## src/rtl/tdc_interval_tile.sv

```systemverilog
// -----------------------------------------------------------------------------
// tdc_interval_tile
//
// Counter-based time-to-digital converter micro-tile. It measures the number of
// clk cycles between a start edge and a stop edge on ui_in and exposes the
// result, the live counter and a status byte one byte at a time on uo_out.
//
// The tile lives inside a micro-tile container. When the container deselects
// it, clk is held low and ui_in is forced to 0x00, so every register simply
// freezes. No special handling is needed here.
//
// Parameters
//   CNT_W        interval counter / result width (8..16). The high result byte
//                is zero-extended when CNT_W < 16.
//   SYNC_STAGES  number of synchroniser flops on the start and stop pins (>= 2).
//
// Ports
//   clk     clock (gated low by the container when the tile is deselected)
//   rst     synchronous, active-high reset
//   ui_in   [0] start pin, [1] stop pin, [2] arm, [3] clear (level),
//           [4] pol (0 = rising edges, 1 = falling edges), [6:5] out_sel,
//           [7] unused
//   uo_out  registered readback byte selected by out_sel:
//             00 result[7:0]
//             01 result[15:8] (zero when CNT_W <= 8)
//             10 {state[1:0], ovf, 1'b0, meas_cnt[3:0]}
//             11 counter[7:0] (live)
// -----------------------------------------------------------------------------
module tdc_interval_tile #(
    parameter int CNT_W       = 16,
    parameter int SYNC_STAGES = 2
) (
    input  logic       clk,
    input  logic       rst,
    input  logic [7:0] ui_in,
    output logic [7:0] uo_out
);

    // The status byte exposes these codes directly, so the encoding is fixed.
    typedef enum logic [1:0] {
        IDLE  = 2'b00,
        ARMED = 2'b01,
        COUNT = 2'b10,
        DONE  = 2'b11
    } state_t;

    typedef enum logic [1:0] {
        SEL_RES_LO = 2'b00,
        SEL_RES_HI = 2'b01,
        SEL_STATUS = 2'b10,
        SEL_COUNT  = 2'b11
    } sel_t;

    localparam logic [CNT_W-1:0] CNT_MAX = {CNT_W{1'b1}};
    localparam logic [CNT_W-1:0] CNT_ONE = {{(CNT_W-1){1'b0}}, 1'b1};

    // -------------------------------------------------------------------------
    // Input field decode
    // -------------------------------------------------------------------------
    logic start_pin;
    logic stop_pin;
    logic arm_pin;
    logic clear;
    logic pol;
    sel_t out_sel;
    logic unused_ui7;

    assign start_pin  = ui_in[0];
    assign stop_pin   = ui_in[1];
    assign arm_pin    = ui_in[2];
    assign clear      = ui_in[3];
    assign pol        = ui_in[4];
    assign out_sel    = sel_t'(ui_in[6:5]);
    assign unused_ui7 = ui_in[7];

    // -------------------------------------------------------------------------
    // Registers
    // -------------------------------------------------------------------------
    state_t                 state_q,      state_d;
    logic [SYNC_STAGES-1:0] start_sync_q, start_sync_d;
    logic [SYNC_STAGES-1:0] stop_sync_q,  stop_sync_d;
    logic                   start_dly_q,  start_dly_d;
    logic                   stop_dly_q,   stop_dly_d;
    logic                   arm_dly_q,    arm_dly_d;
    logic [CNT_W-1:0]       counter_q,    counter_d;
    logic [CNT_W-1:0]       result_q,     result_d;
    logic                   ovf_q,        ovf_d;
    logic [3:0]             meas_q,       meas_d;
    logic [7:0]             uo_out_q,     uo_out_d;

    // -------------------------------------------------------------------------
    // Synchronisers and edge detection
    //
    // Start and stop travel through identical chains (SYNC_STAGES flops plus
    // one delay flop), so both events lag their pins by the same number of
    // cycles and the measured interval equals the pin-to-pin interval.
    // -------------------------------------------------------------------------
    logic start_now;
    logic stop_now;
    logic start_evt;
    logic stop_evt;
    logic arm_evt;

    // NOTE: every signal assigned in an always_comb gets a default at the top
    // of the block, so no path can leave it unassigned and infer a latch.
    always_comb begin
        start_sync_d = {start_sync_q[SYNC_STAGES-2:0], start_pin};
        stop_sync_d  = {stop_sync_q[SYNC_STAGES-2:0],  stop_pin};
        start_dly_d  = start_sync_q[SYNC_STAGES-1];
        stop_dly_d   = stop_sync_q[SYNC_STAGES-1];
        arm_dly_d    = arm_pin;
    end

    assign start_now = start_sync_q[SYNC_STAGES-1];
    assign stop_now  = stop_sync_q[SYNC_STAGES-1];

    // pol selects which transition of the synchronised pin counts as the event.
    assign start_evt = pol ? (start_dly_q & ~start_now) : (~start_dly_q & start_now);
    assign stop_evt  = pol ? (stop_dly_q  & ~stop_now)  : (~stop_dly_q  & stop_now);

    // arm is a container-driven control, so a plain edge detect is enough.
    assign arm_evt   = arm_pin & ~arm_dly_q;

    // -------------------------------------------------------------------------
    // Saturating increment shared by the counter and the result capture.
    // -------------------------------------------------------------------------
    logic             cnt_at_max;
    logic [CNT_W-1:0] cnt_inc;

    assign cnt_at_max = (counter_q == CNT_MAX);
    assign cnt_inc    = cnt_at_max ? CNT_MAX : (counter_q + CNT_ONE);

    // -------------------------------------------------------------------------
    // FSM: state register
    // -------------------------------------------------------------------------
    // NOTE: sequential state is written only with non-blocking assignments so
    // every flop samples the values from before the clock edge.
    always_ff @(posedge clk) begin
        if (rst) begin
            state_q <= IDLE;
        end else begin
            state_q <= state_d;
        end
    end

    // -------------------------------------------------------------------------
    // FSM: next-state logic. clear wins over every other event.
    // -------------------------------------------------------------------------
    always_comb begin
        state_d = state_q;
        if (clear) begin
            state_d = IDLE;
        end else begin
            case (state_q)
                IDLE:    if (arm_evt)   state_d = ARMED;
                // A stop arriving in the same cycle as start is dropped.
                ARMED:   if (start_evt) state_d = COUNT;
                COUNT:   if (stop_evt)  state_d = DONE;
                DONE:    if (arm_evt)   state_d = ARMED;
                default:                state_d = IDLE;
            endcase
        end
    end

    // -------------------------------------------------------------------------
    // FSM: outputs (measurement datapath)
    // -------------------------------------------------------------------------
    always_comb begin
        counter_d = counter_q;
        result_d  = result_q;
        ovf_d     = ovf_q;
        meas_d    = meas_q;

        if (clear) begin
            // Aborts any measurement in flight; nothing partial is kept.
            counter_d = '0;
            result_d  = '0;
            ovf_d     = 1'b0;
            meas_d    = 4'd0;
        end else begin
            case (state_q)
                ARMED: begin
                    if (start_evt) begin
                        counter_d = '0;
                        ovf_d     = 1'b0;
                    end
                end
                COUNT: begin
                    // The counter holds the cycles elapsed since the start
                    // event, so the stop cycle itself adds one more.
                    if (stop_evt) begin
                        result_d = cnt_inc;
                        meas_d   = meas_q + 4'd1;
                    end else begin
                        counter_d = cnt_inc;
                    end
                    // Clamping in either branch flags overflow; the wait for
                    // stop continues after the counter has saturated.
                    if (cnt_at_max) begin
                        ovf_d = 1'b1;
                    end
                end
                default: begin
                end
            endcase
        end
    end

    // -------------------------------------------------------------------------
    // Readback mux. It is registered, so uo_out follows out_sel and the state
    // one cycle later.
    // -------------------------------------------------------------------------
    logic [15:0] result_ext;

    assign result_ext = 16'(result_q);

    always_comb begin
        uo_out_d = 8'h00;
        case (out_sel)
            SEL_RES_LO: uo_out_d = result_ext[7:0];
            SEL_RES_HI: uo_out_d = result_ext[15:8];
            SEL_STATUS: uo_out_d = {state_q, ovf_q, 1'b0, meas_q};
            SEL_COUNT:  uo_out_d = counter_q[7:0];
            default:    uo_out_d = 8'h00;
        endcase
    end

    // -------------------------------------------------------------------------
    // Datapath, synchroniser and readback registers
    // -------------------------------------------------------------------------
    always_ff @(posedge clk) begin
        if (rst) begin
            start_sync_q <= '0;
            stop_sync_q  <= '0;
            start_dly_q  <= 1'b0;
            stop_dly_q   <= 1'b0;
            arm_dly_q    <= 1'b0;
            counter_q    <= '0;
            result_q     <= '0;
            ovf_q        <= 1'b0;
            meas_q       <= 4'd0;
            uo_out_q     <= 8'h00;
        end else begin
            start_sync_q <= start_sync_d;
            stop_sync_q  <= stop_sync_d;
            start_dly_q  <= start_dly_d;
            stop_dly_q   <= stop_dly_d;
            arm_dly_q    <= arm_dly_d;
            counter_q    <= counter_d;
            result_q     <= result_d;
            ovf_q        <= ovf_d;
            meas_q       <= meas_d;
            uo_out_q     <= uo_out_d;
        end
    end

    assign uo_out = uo_out_q;

endmodule

```

## config.mk

```make
export PLATFORM = sky130hd
export DESIGN_NAME = tdc_interval_tile
export DESIGN_NICKNAME = d
export VERILOG_FILES = /design/src/rtl/tdc_interval_tile.sv
export SDC_FILE = /design/constraint.sdc
export NUM_CORES = 1
export LEC_CHECK = 0
export ABC_CLOCK_PERIOD_IN_PS = 1980
export BUFFER_PORTS_ARGS = -buffer_cell sky130_fd_sc_hd__clkbuf_2
export CORE_MARGIN = 2
export CORE_UTILIZATION = 50
export CTS_CLUSTER_DIAMETER = 120
export DETAILED_ROUTE_END_ITERATION = 16
export PLACE_DENSITY_LB_ADDON = 0.25
export REMOVE_ABC_BUFFERS = 1
export SLEW_MARGIN = 10
export SYNTH_ARGS = -nofsm -noshare
export SYNTH_HDL_FRONTEND = slang
export SYNTH_SLANG_ARGS = --single-unit
```

## constraint.sdc

```tcl
create_clock -name clk -period 1.98 [get_ports clk]
set_input_delay 0.099 -clock clk [delete_from_list [all_inputs] [get_ports clk]]
set_output_delay 0.099 -clock clk [all_outputs]
set_load 0.01 [all_outputs]
```

==> results.txt <==
Worst r2r dst = counter_q[10]
Via density = 5.67
Slew Limit Fails = 0
Hold EP = arm_dly_q
Comb pwr share = 0.069
Inserted Diodes = 0
Ports = 18
Dpl hpwl = 3.93 mm
Slew @ Worst Pin = 433 ps
Setup crit end kind = flip-flop
EDFF count, synth = 0
Yosys cell types = 52
Mapped Cells = 277
Number of synthesized register bits = 54
Chip width = 76.1 µm
Hold crit path type = input pin to flip-flop
Core Footprint = 5070 µm²
Run status = complete, no violations
Largest net degree at the start of global routing = 26
TritonCTS Sinks = 54
VDD IR max = 280 µV
Rows = 26
Routed len/inst = 15.2 µm
Max Cap Viol = 0
H-tree levels = 2
Hold Buf Count CTS = 2
Worst-path maximum fanout = 7
Worst path arrival time = 2090 ps
Register area share after synthesis = 0.416
Synth top cells by count = dfxtp_1, nor2_1, nand2_1
Top area cells in the synthesized netlist = dfxtp_1, mux4_2, nor2b_1
Pwr per Cell Area = 632 nW/µm²
Yosys top cell area share = 0.416
Fin crit share = 0.945
Int Pwr = 1400 µW
Routability congestion estimate = 0.772
RSZ-0062 raised after global routing = no
Max clock buf depth = 2
Vias in the first global route = 1,955
DR iter-0 viols = 174
Reg power frac = 0.589
PostCTS Resize Cnt = 0
Worst-skew pair later-pin latency = 310 ps
R2R setup slack = 110 ps
Hold Startpoint = ui_in[2]
Drt drc = 0
Synth Flop Type = dfxtp_1
Clk root buf = clkbuf_8
Cell taking the most area after synthesis = dfxtp_1
DR pass1 iterations = 4
Initial core utilization = 0.512
Filler cells = 452
Via Count = 2,139
Clock Power Share = 0.341
Final core utilization = 0.582
Reg clk slew, reported paths = 100 ps
Layout cells sized above 1 = 0.228
Reg2reg start = counter_q[1]
Final hold vios = 0
Cts bufs inserted = 5
Top-count cell post-synth = dfxtp_1
Sw power = 465 µW
Setup_tns = 0 ps
First-pass GRT wire length = 9.75 mm
Worst hold path depth = 2
Setup Skew = 7.99 ps
Gr ovfl total = 0
Min Clock Period, post-route = 1870 ps
Total power draw = 1870 µW
Die height = 76.1 µm
Post-CTS Setup Repair Bufs = 0
Die area = 5790 µm²
Ys Warns = 0
Async SR Flop Fraction = 0
Max Clock Freq = 535 MHz
Cell area after synthesis = 2600 µm²
Final setup fails = 0
R2R depth = 6
Routed Antenna Nets = 0
CTS tree = done
Syn Area/Cell = 9.39 µm²
Final WL = 5.73 mm
Leak Pwr = 0.00114 µW
IO Port Bufs = 16
Sw Ratio = 0.249
Critical path launch point = counter_q[1]
Area grow syn2layout = 13.7%
Crit Path Class = flip-flop to flip-flop
Slew HR = 0.709
Global Route Usage Sum = 0.210
Initial antenna violation count = 0
CP required = 2200 ps
Final #Nets = 320
Startpoint Class = flip-flop
## per-layer routing
layer  global-route usage  routed length (µm)  share of wire
met3               0.0462                 369          0.064
met2                0.316                2530           0.44
met1                0.296                2730           0.48
met4               0.0818                 103          0.018
met5                    0                   0              0
## sequential cells by signal, indices dropped and copies added (netlist names)
signal and flops:
stop_sync_q 2, result_ext 16, stop_dly_q 1, counter_q 16
uo_out 8, meas_q 4, ovf_q 1, state_q 2
start_dly_q 1, arm_dly_q 1, start_sync_q 2
## stage by stage
stage                     std cells  setup slack, ps  hold WS [ps]  area (µm²)
after detailed placement        367              117           317        2840
after CTS                       377             86.2          13.7        2960
after global placement          367              143           307        2840
final                           377              110          17.8        2960
after global routing            377             2.67          37.0        2960
after floorplan                 258             91.5           171        2500
## how the worst max path moves through the flow
stage | endpoint | slack (ps) | cells after the start
CTS | counter_q[14] | 90 | 6
finish | counter_q[10] | 110 | 6
global placement | counter_q[14] | 140 | 6
floorplan | result_ext[5] | 90 | 5
detailed placement | counter_q[14] | 120 | 6
global route | counter_q[14] | 3 | 6
## power by group through the flow
stage	logic, µW	clock network, µW	registers (µW)
2_1_floorplan	73.2	0	1120
3_3_place_gp	123	0	1130
3_5_place_dp	125	0	1130
4_1_cts	129	653	1100
5_1_grt	145	692	1100
6_report	130	638	1100
## cells in the final DEF, fill, tap and decap left out, types with 3 or more instances in the layout
master,instances
ha_1,4
nand2b_1,4
clkinv_4,3
nor4_1,3
xnor2_1,7
mux4_2,7
nand3_1,12
o21ai_0,18
dfxtp_1,54
inv_1,3
o31ai_1,4
a21oi_1,10
nor2b_1,17
nor2_1,27
clkbuf_8,5
o22ai_1,7
nand4_1,3
a32o_1,6
o32ai_1,4
clkbuf_2,16
nand2_1,20
xor2_1,5
nor3_1,8
buf_4,23
nand4_2,3
## logic make-up (layout without fill, tap and decap cells)
logic type | count (synthesis) | after routing | synth area share
adder cells (fa/ha/maj) | 4 | 4 | 0.0193
buffers and inverters | 22 | 52 | 0.0428
XOR/XNOR | 12 | 12 | 0.0404
AND/OR/NAND/NOR | 109 | 109 | 0.229
flip-flops | 54 | 54 | 0.416
AO/OA/AOI/OAI | 66 | 66 | 0.180
multiplexers | 10 | 10 | 0.0731
## critical path: stages, from the launching register on
cell,delay (ps)
dfxtp_1,430
ha_1,230
nand3_2,100
buf_4,190
nor3_1,220
mux2_2,390
a32o_1,210
## area by class of cell
type,count,area [µm²],area share
clock buffers,5,68.8,0.0233
multi-input cells,201,1410,0.476
inverters,3,11.3,0.00381
well taps,70,87.6,0.0296
repair buffers,41,273,0.0923
flip-flops and latches,54,1080,0.366
clock inverters,3,26.3,0.00889
No activity file was read; power rests on OpenSTA's default activity.
